<file path="config.mk">
export PLATFORM = sky130hd
export DESIGN_NAME = hls_quicksort_main
export DESIGN_NICKNAME = d
export VERILOG_FILES = /design/src/rtl/qsort_pkg.sv /design/src/rtl/qsort_stack.sv /design/src/rtl/hls_quicksort_main.sv
export SDC_FILE = /design/constraint.sdc
export NUM_CORES = 1
export LEC_CHECK = 0
export CAP_MARGIN = 20
export CELL_PAD_IN_SITES_DETAIL_PLACEMENT = 0
export CELL_PAD_IN_SITES_GLOBAL_PLACEMENT = 1
export CORE_ASPECT_RATIO = 1.1
export CORE_MARGIN = 2
export CORE_UTILIZATION = 48
export DETAILED_ROUTE_END_ITERATION = 7
export GPL_TIMING_DRIVEN = 0
export PLACE_DENSITY = 0.86
export SYNTH_ARGS = -nofsm -noshare
export SYNTH_HDL_FRONTEND = slang
export SYNTH_SLANG_ARGS = --single-unit
</file>
<file path="constraint.sdc">
create_clock -name clock -period 6.5 [get_ports clock]
set_clock_uncertainty 0.15 [all_clocks]
set_input_delay 0.65 -clock clock [delete_from_list [all_inputs] [get_ports clock]]
set_output_delay 0.65 -clock clock [all_outputs]
set_load 0.02 [all_outputs]
</file>
<file path="src/rtl/qsort_pkg.sv">
// Shared types, sizes and the power-on contents of the 16-byte array for
// the in-place quicksort accelerator.
package qsort_pkg;

    localparam int N         = 16;
    localparam int DATA_W    = 8;
    localparam int IDX_W     = 5;
    localparam int CH_ADDR_W = 7;

    typedef logic signed [IDX_W-1:0]  idx_t;
    typedef logic signed [DATA_W-1:0] data_t;

    typedef enum logic [2:0] {
        ST_IDLE,
        ST_POP,
        ST_SCAN,
        ST_PIVOT,
        ST_DONE
    } qsort_state_e;

    function automatic data_t init_byte(input logic [3:0] k);
        case (k)
            4'd0:    return 8'sd23;
            4'd1:    return -8'sd5;
            4'd2:    return 8'sd100;
            4'd3:    return 8'sh80;
            4'd4:    return 8'sd0;
            4'd5:    return 8'sd127;
            4'd6:    return -8'sd77;
            4'd7:    return 8'sd42;
            4'd8:    return 8'sd7;
            4'd9:    return -8'sd1;
            4'd10:   return 8'sd55;
            4'd11:   return 8'sd7;
            4'd12:   return -8'sd30;
            4'd13:   return 8'sd88;
            4'd14:   return 8'sd3;
            default: return -8'sd64;
        endcase
    endfunction

endpackage

</file>
<file path="src/rtl/qsort_stack.sv">
// LIFO of (lo,hi) partition ranges, depth 16. A second entry can be pushed in
// the same cycle (push2); entries that do not fit are dropped.
module qsort_stack
    import qsort_pkg::*;
(
    input  logic clock,
    input  logic reset,
    input  logic push,
    input  logic push2,
    input  logic pop,
    input  idx_t lo_a,
    input  idx_t hi_a,
    input  idx_t lo_b,
    input  idx_t hi_b,
    output idx_t top_lo,
    output idx_t top_hi,
    output logic empty
);

    idx_t       lo_mem [N];
    idx_t       hi_mem [N];
    logic [4:0] cnt;
    logic [4:0] n_acc;
    logic [3:0] top_idx;
    logic [3:0] next_idx;

    // cnt==16 wraps top_idx to 15, which is the correct top slot
    assign top_idx  = cnt[3:0] - 4'd1;
    assign next_idx = cnt[3:0] + 4'd1;
    assign empty    = (cnt == 5'd0);
    assign top_lo   = lo_mem[top_idx];
    assign top_hi   = hi_mem[top_idx];

    always_comb begin
        n_acc = 5'd0;
        if (push && cnt != 5'd16) begin
            n_acc = (push2 && cnt != 5'd15) ? 5'd2 : 5'd1;
        end
    end

    always_ff @(posedge clock) begin
        if (push && cnt != 5'd16) begin
            lo_mem[cnt[3:0]] <= lo_a;
            hi_mem[cnt[3:0]] <= hi_a;
        end
        if (push && push2 && cnt < 5'd15) begin
            lo_mem[next_idx] <= lo_b;
            hi_mem[next_idx] <= hi_b;
        end
    end

    always_ff @(posedge clock or negedge reset) begin
        if (!reset) begin
            cnt <= '0;
        end else if (pop && !empty) begin
            cnt <= cnt - 5'd1;
        end else begin
            cnt <= cnt + n_acc;
        end
    end

endmodule

</file>
<file path="src/rtl/hls_quicksort_main.sv">
// Iterative Lomuto quicksort over a 16-entry signed byte array held in flops.
// Host byte access through the slave port is built only with SLAVE_PORT_EN.
module hls_quicksort_main
    import qsort_pkg::*;
#(
    parameter int MEM_var_28860_28869 = 32,
    parameter int MEM_var_29121_28866 = 32
) (
    input  logic        clock,
    input  logic        reset,
    input  logic        start_port,
    input  logic [1:0]  S_oe_ram,
    input  logic [1:0]  S_we_ram,
    input  logic [13:0] S_addr_ram,
    input  logic [15:0] S_Wdata_ram,
    input  logic [7:0]  S_data_ram_size,
    input  logic [15:0] M_Rdata_ram,
    input  logic [1:0]  M_DataRdy,
    output logic        done_port,
    output logic [15:0] Sout_Rdata_ram,
    output logic [1:0]  Sout_DataRdy,
    output logic [1:0]  Mout_oe_ram,
    output logic [1:0]  Mout_we_ram,
    output logic [13:0] Mout_addr_ram,
    output logic [15:0] Mout_Wdata_ram,
    output logic [7:0]  Mout_data_ram_size
);

    qsort_state_e state_q, state_d;
    data_t        mem [N];
    idx_t         lo_q, hi_q, i_q, j_q;
    data_t        pivot_q;
    logic         scan_less;
    logic         swap_en;
    logic [3:0]   swap_x, swap_y;

    logic st_push, st_push2, st_pop, st_empty;
    idx_t st_lo_a, st_hi_a, st_lo_b, st_hi_b, st_top_lo, st_top_hi;

    qsort_stack u_stack (
        .clock  (clock),
        .reset  (reset),
        .push   (st_push),
        .push2  (st_push2),
        .pop    (st_pop),
        .lo_a   (st_lo_a),
        .hi_a   (st_hi_a),
        .lo_b   (st_lo_b),
        .hi_b   (st_hi_b),
        .top_lo (st_top_lo),
        .top_hi (st_top_hi),
        .empty  (st_empty)
    );

    assign scan_less = mem[j_q[3:0]] < pivot_q;

    always_ff @(posedge clock or negedge reset) begin
        if (!reset) state_q <= ST_IDLE;
        else        state_q <= state_d;
    end

    always_comb begin
        state_d   = state_q;
        st_push   = 1'b0;
        st_push2  = 1'b0;
        st_pop    = 1'b0;
        st_lo_a   = lo_q;
        st_hi_a   = hi_q;
        st_lo_b   = lo_q;
        st_hi_b   = hi_q;
        swap_en   = 1'b0;
        swap_x    = i_q[3:0];
        swap_y    = j_q[3:0];
        done_port = 1'b0;
        case (state_q)
            ST_IDLE: begin
                if (start_port) begin
                    st_push = 1'b1;
                    st_lo_a = '0;
                    st_hi_a = idx_t'(N - 1);
                    state_d = ST_POP;
                end
            end
            ST_POP: begin
                if (st_empty) begin
                    state_d = ST_DONE;
                end else begin
                    st_pop  = 1'b1;
                    state_d = (st_top_lo >= st_top_hi) ? ST_POP : ST_SCAN;
                end
            end
            ST_SCAN: begin
                swap_en = scan_less;
                if (j_q + 5'sd1 == hi_q) state_d = ST_PIVOT;
            end
            ST_PIVOT: begin
                swap_en  = 1'b1;
                swap_y   = hi_q[3:0];
                st_push  = 1'b1;
                st_push2 = 1'b1;
                st_lo_a  = lo_q;
                st_hi_a  = i_q - 5'sd1;
                // i==15 would wrap i+1 to -16; (hi,hi) is the same empty range
                st_lo_b  = (i_q == hi_q) ? hi_q : i_q + 5'sd1;
                st_hi_b  = hi_q;
                state_d  = ST_POP;
            end
            ST_DONE: begin
                done_port = 1'b1;
                state_d   = ST_IDLE;
            end
            default: state_d = ST_IDLE;
        endcase
    end

    always_ff @(posedge clock or negedge reset) begin
        if (!reset) begin
            lo_q    <= '0;
            hi_q    <= '0;
            i_q     <= '0;
            j_q     <= '0;
            pivot_q <= '0;
        end else begin
            case (state_q)
                ST_POP: begin
                    if (!st_empty) begin
                        lo_q    <= st_top_lo;
                        hi_q    <= st_top_hi;
                        i_q     <= st_top_lo;
                        j_q     <= st_top_lo;
                        pivot_q <= mem[st_top_hi[3:0]];
                    end
                end
                ST_SCAN: begin
                    j_q <= j_q + 5'sd1;
                    if (scan_less) i_q <= i_q + 5'sd1;
                end
                default: ;
            endcase
        end
    end

`ifdef SLAVE_PORT_EN
    localparam logic [CH_ADDR_W-1:0] BASE = CH_ADDR_W'(MEM_var_28860_28869);

    logic [CH_ADDR_W-1:0] ch_addr [2];
    logic [CH_ADDR_W-1:0] ch_rel  [2];
    data_t                ch_wdata[2];
    data_t                rdata_q [2];
    logic [1:0]           ch_hit, ch_wr, rdy_q;

    always_comb begin
        for (int c = 0; c < 2; c++) begin
            ch_addr[c]  = S_addr_ram[c*CH_ADDR_W +: CH_ADDR_W];
            ch_rel[c]   = ch_addr[c] - BASE;
            ch_hit[c]   = (ch_addr[c] >= BASE) && (ch_rel[c] < CH_ADDR_W'(N));
            ch_wdata[c] = S_Wdata_ram[c*DATA_W +: DATA_W];
            // writes during a sort are acknowledged but never land
            ch_wr[c]    = ch_hit[c] && S_we_ram[c] && (state_q == ST_IDLE)
                          && (S_data_ram_size[c*4 +: 4] == 4'd8);
        end
    end

    always_ff @(posedge clock or negedge reset) begin
        if (!reset) begin
            rdy_q      <= '0;
            rdata_q[0] <= '0;
            rdata_q[1] <= '0;
        end else begin
            for (int c = 0; c < 2; c++) begin
                rdy_q[c]   <= ch_hit[c] && (S_oe_ram[c] || S_we_ram[c]);
                rdata_q[c] <= (ch_hit[c] && S_oe_ram[c]) ? mem[ch_rel[c][3:0]] : '0;
            end
        end
    end

    assign Sout_DataRdy   = rdy_q;
    assign Sout_Rdata_ram = {rdata_q[1], rdata_q[0]};

    logic unused_inputs;
    assign unused_inputs = ^{M_Rdata_ram, M_DataRdy, (MEM_var_29121_28866 != 0)};
`else
    assign Sout_DataRdy   = '0;
    assign Sout_Rdata_ram = '0;

    logic unused_inputs;
    assign unused_inputs = ^{M_Rdata_ram, M_DataRdy, S_oe_ram, S_we_ram, S_addr_ram,
                             S_Wdata_ram, S_data_ram_size, (MEM_var_29121_28866 != 0)};
`endif

    always_ff @(posedge clock or negedge reset) begin
        if (!reset) begin
            for (int k = 0; k < N; k++) mem[k] <= init_byte(4'(k));
        end else begin
            if (swap_en) begin
                mem[swap_x] <= mem[swap_y];
                mem[swap_y] <= mem[swap_x];
            end
`ifdef SLAVE_PORT_EN
            // channel1 is applied last so it wins a same-byte collision
            for (int c = 0; c < 2; c++) begin
                if (ch_wr[c]) mem[ch_rel[c][3:0]] <= ch_wdata[c];
            end
`endif
        end
    end

    assign Mout_oe_ram        = '0;
    assign Mout_we_ram        = '0;
    assign Mout_addr_ram      = '0;
    assign Mout_Wdata_ram     = '0;
    assign Mout_data_ram_size = '0;

endmodule

</file>
# Yosys cells after proc, flatten, opt, wreduce, memory -nomap -nowiden
# Memories as Yosys holds them, arrays and structs flattened.
# Index checks and enable logic that the tools add are counted.
[totals] ff_bits=164 mem_bits_rw=160 output_inout_bits=61 wordCells=121 memories=2
[classes] n_addsub=7 order_cmp=9 eq_ne=12 muxes=48 bitwise_logic=5 reduce_logical=15
[mem_list] memory="u_stack.hi_mem" depth=16 width=5 read_ports=1 rd_ports_with_merged_regs=0 write_ports=2 line_no="qsort_stack.sv:21" source="idx_t hi_mem [N];"
[mem_list] memory="u_stack.lo_mem" depth=16 width=5 read_ports=1 rd_ports_with_merged_regs=0 write_ports=2 line_no="qsort_stack.sv:20" source="idx_t lo_mem [N];"
[op_table] operator="$bwmux 128" n=2
[op_table] operator="$bmux 8 s4" n=4
[op_table] operator="$mux 8" n=10
[op_table] operator="$demux 8 s4" n=2
[op_table] operator="$mux 5" n=9
[op_table] operator="$pmux 5 s2" n=3
[op_table] operator="$pmux 3 s4" n=1
[op_table] operator="$add 5x2->5 const B" n=2
[op_table] operator="$eq 5x5->1" n=2
[op_table] operator="$ge 4x5->1 const B" n=2
[op_table] operator="$ge 5x5->1 const B" n=2
[op_table] operator="$lt 5x1->1 const B" n=2
[op_table] operator="$not 4->5" n=2
[op_table] operator="$mux 1" n=9
[op_table] operator="$mux 3" n=3
[op_table] operator="$lt 8x8->1" n=1
[op_table] operator="$ne 2x2->1 const B" n=4
[op_table] operator="$not 4->4" n=2
[op_table] operator="$logic_and 1x1->1" n=7
[op_table] operator="$eq 3x2->1 const B" n=2
[op_table] operator="$reduce_and 2->1" n=3
[op_table] operator="$add 5x5->5" n=1
[op_table] operator="$ge 5x5->1" n=1
[op_table] operator="$logic_not 5->1" n=1
[op_table] operator="other kinds (17)" n=19

# Longest topological paths before layout
[depth] word_depth=8 ltp_mapped=20 mapped_depth_nobuf=15

# By module
# A second synthesis with hierarchy kept.
[unflattened] cells_unflattened=2176 area_unflattened_um2=24966.4
[modules_own_cells] module="hls_quicksort_main" n_inst=1 cells_per_inst=1618 area_each_um2=16084.2
[modules_own_cells] module="qsort_stack" n_inst=1 cells_per_inst=558 area_each_um2=8882.3

# Worst setup path after synthesis
# Ideal clock, no wire load.
[synth_timing] kind="flip-flop to flip-flop" from="register j_q[0]" to="register mem[100] (netlist bit)" arrival_ns=4.352 required_time_ns=6.198 slack_ns=1.846 stages_incl_launch_ff=19 path_buffers=6 synth_period_minus_slack_ns=4.654 path_cell_list="dfrtp_1 buf_2 buf_1 buf_1 clkbuf_1 mux2i_1 a221oi_1 o21ai_0 nand2_1 ha_1 and3_1 and4_1 a221oi_1 o21ai_1 a21o_1 buf_2 buf_4 nor2_1 a222oi_1"
[synth_between] elab_chain_cells=7 word_cells_on_any_way=18 classes_between="order compare (3); mux (12); bitwise (2); reduce/logical (1)"
[synth_rtl] element="from (decl)" line_no="hls_quicksort_main.sv:31" source="idx_t lo_q, hi_q, i_q, j_q;"
[synth_rtl] element="from (signal assigned)" line_no="hls_quicksort_main.sv:130" source="j_q <= st_top_lo;"
[synth_rtl] element="from (signal assigned)" line_no="hls_quicksort_main.sv:135" source="j_q <= j_q + 5'sd1;"
[synth_rtl] element="parallel branches: the longest is 7 deep, another holds $lt 8x8->1"
[synth_rtl] element="to (signal, indexed assignment)" line_no="hls_quicksort_main.sv:196" source="mem[swap_x] <= mem[swap_y];"
[synth_rtl] element="to (signal, indexed assignment)" line_no="hls_quicksort_main.sv:197" source="mem[swap_y] <= mem[swap_x];"
[synth_rtl] element="to (decl)" line_no="hls_quicksort_main.sv:30" source="data_t mem [N];"
# Parallel ways; which one is timed is not known. The select of a mux whose other input is x is not followed.
# A chain may end at the register's enable or synchronous reset.

# Worst setup path in the final report
[layout_timing] from="register j_q[0]" to="register mem[15] (netlist bit)"
# Same word-level chain as after synthesis.

==> metrics.cfg <==
[floorplan]
core_um2 = 43600
io_pins = 124
fp.dieH_um = 225
fp.dieW_um = 205
start_util_pct = 48.8
die_area_um2 = 46100
floorplan.rows = 80

[grt]
grt.total_usage_pct = 41.3
antenna_found_initial = 2
grt_pass1_wl_um = 133000
grt_remaining_overflow = 0
grt_max_degree = 103
grt_pass1_vias = 18900

[yosys]
synth-simple-area-share_pct = 13.6
synthTopCellsByArea = edfxtp_1, dfrtp_1, mux4_2
syn_inst = 2133
synth-xor-area-share_pct = 1.03
synth_largest_type_area_fraction_pct = 22.6
async_flop_share_pct = 50.6
synth_seq_area_share_pct = 42.2
synth-edff-count = 160
yosysTopAreaCell = edfxtp_1
synth_area_per_cell_um2 = 9.99
synth-seq-cells = 324
ys.flop_type = edfxtp_1
synth_compound_area_share_pct = 18.4
synth_warnings = 0
syn_area_um2 = 21300
synthAdderAreaFrac_pct = 1.74
synthDistinctLibCells = 62
synth_mux_area_share_pct = 16.0
synth_top_family_by_area = compound AO/OA/AOI/OAI gates

[drt]
totalWireLength_um = 94500
drc = 15
wl_per_cell_um = 33.1
ant_nets = 0
dr_total_vias = 19400
first_pass_iters = 8
drt_iter0_markers = 2611
viasPerCell = 6.79

[final_layout]
area_growth_pct = 12.0
regArea_um2 = 8980
final_common_cell = nand2_1
num-fill-cells = 3929
drive_gt1_share_pct = 18.4
multi_input_area_um2 = 11100
layout_common_cells = nand2_1, o21ai_0, edfxtp_1, clkbuf_1, mux4_2
fin_nets = 2340
final_core_util_pct = 54.7
final_cell_area_um2 = 23900

[setup_path]
critPathTopFamily = compound AO/OA/AOI/OAI gates
worstSetupStartpointType = flip-flop
crit_buf_inv = 4
path_cells = buf_2 -> clkdlybuf4s15_2 -> clkbuf_2 -> mux2i_1 -> a21oi_1 -> o21ai_0 -> nand2_1 -> ha_1 -> and3_1 -> and4_1 -> a221oi_2 -> o21ai_1 -> a21o_1 -> buf_2 -> a21oi_2 -> o32ai_1 -> a21o_1
cp_max_fo = 16
setup.worst_path.end_class = flip-flop
required_ns = 6.81
crit_arrival_ns = 6.74
slowest_stage = a221oi_2
slowest_delay_ns = 0.66
crit_type = flip-flop to flip-flop

[sta]
final.min_clock_period_ns = 6.42
slew_viol_final = 0
slew_headroom_pct = 18.2
fmax_mhz = 156
worst_slew_pin_slew_ns = 1.22
hold_viol_final = 0
min_period_over_period_pct = 98.8
setup_viol = 0

[clock_tree]
clk_latency_ns = 0.60
cts.path.max_buffers = 3
path_clk_slew_ns = 0.06
cts_buffers = 39
cts_sinks = 324
root_buffer = clkbuf_16
postCtsSetupBuffers = 0
h-tree-depth = 2
cts_tree = done

[hold_path]
hp-class = flip-flop to flip-flop

[place]
port_buffers = 3
hpwl_um = 68000
globalplace.congestion = 1.07
post_dp_cell_area_um2 = 22400

[status]
violations = DRC
status = finished with violations

[flow_run]
drv_cap = 0

==> tightest hold or removal path: stages (launching register included) <==
cell and delay (ns):
dfrtp_1 0.35, nand2_1 0.06, o211ai_1 0.07
==> cells in the mapped netlist, types with 20 or more instances <==
library cell,number
a22oi_1,39
clkbuf_1,121
a222oi_1,59
a211oi_1,26
nand3_1,52
dfrtp_1,104
nand2_1,343
nor2b_1,32
a31oi_1,27
buf_2,30
buf_4,63
edfxtp_1,160
a221o_1,29
and2_1,22
buf_1,20
inv_1,90
a21oi_1,64
mux4_2,105
ha_1,28
nor2_1,107
mux2i_1,66
o211ai_1,39
mux2_2,34
dfstp_2,60
o21ai_0,200
a21o_1,20
==> stage by stage <==
step | setup WS [ns] | cells | hold slack [ns] | TNS, ns
final | 0.0761 | 2854 | 0.372 | 0
after global routing | -0.000940 | 2852 | 0.381 | -0.000940
after CTS | 0.0218 | 2848 | 0.370 | 0
after detailed placement | -1.07 | 2777 | 0.358 | -107.59
after global placement | -2.69 | 2769 | 0.356 | -404.31
after floorplan | 1.85 | 2192 | 0.204 | 0
==> what timing repair did <==
action	CTS	global route
hold buffers	1	0
gates resized for setup	8	24
setup endpoints to repair	133	134
hold endpoints to repair	32	0
==> layer usage <==
layer / global-route usage, % / up-vias / wire length (um)
li1: - / 8128 / -
met1: 44.3 / 9366 / 30400
met2: 66.8 / 1377 / 44400
met3: 11.2 / 498 / 9170
met4: 36.7 / 2 / 10500
met5: 0.541 / - / 13
==> path summary, 6_finish.rpt <==
path | from | slack, ns | cells after the start | to
max in group asynchronous | reset | 4.76 | 3 | j_q[4]$_DFFE_PN0P_
min | j_q[4]$_DFFE_PN0P_ | 0.37 | 2 | j_q[4]$_DFFE_PN0P_
max | j_q[0]$_DFFE_PN0P_ | 0.08 | 17 | mem[15]$_DFFE_PN0P_
max reg2reg | j_q[0]$_DFFE_PN0P_ | 0.08 | 17 | mem[15]$_DFFE_PN0P_
min in group asynchronous | reset | 0.46 | 2 | mem[125]$_DFFE_PN0P_
min reg2reg | j_q[4]$_DFFE_PN0P_ | 0.37 | 2 | j_q[4]$_DFFE_PN0P_
==> registers in the layout, indices dropped and copies added, names as in the netlist <==
| register | count |
|---|---|
| u_stack.lo_mem | 80 |
| mem | 128 |
| j_q | 5 |
| hi_q | 5 |
| state_q | 3 |
| u_stack.cnt | 5 |
| lo_q | 5 |
| u_stack.hi_mem | 80 |
| pivot_q | 8 |
| i_q | 5 |
==> cells by family (layout without fill, tap and decap cells) <==
| family | Yosys count | count (layout) |
|---|---|---|
| other cells | 1 | 62 |
| xor+xnor | 25 | 25 |
| buf+inv | 326 | 412 |
| flops | 324 | 324 |
| mux | 205 | 205 |
| simple gates | 646 | 646 |
| compound gates | 577 | 577 |
| fa+ha+maj | 29 | 29 |
==> area by class of cell <==
type,instances,area share [%]
Antenna cell,2,0.0210
Buffer,235,5.00
Clock buffer,51,4.62
Clock inverter,20,0.923
Inverter,90,1.42
Multi-Input combinational cell,1542,46.5
Sequential cell,324,37.6
Tap cell,574,3.01
Timing Repair Buffer,16,0.870
Power is left out: the tool's default activity adds up to more than one toggle a clock period on the data nets, which glitch-free logic cannot reach.
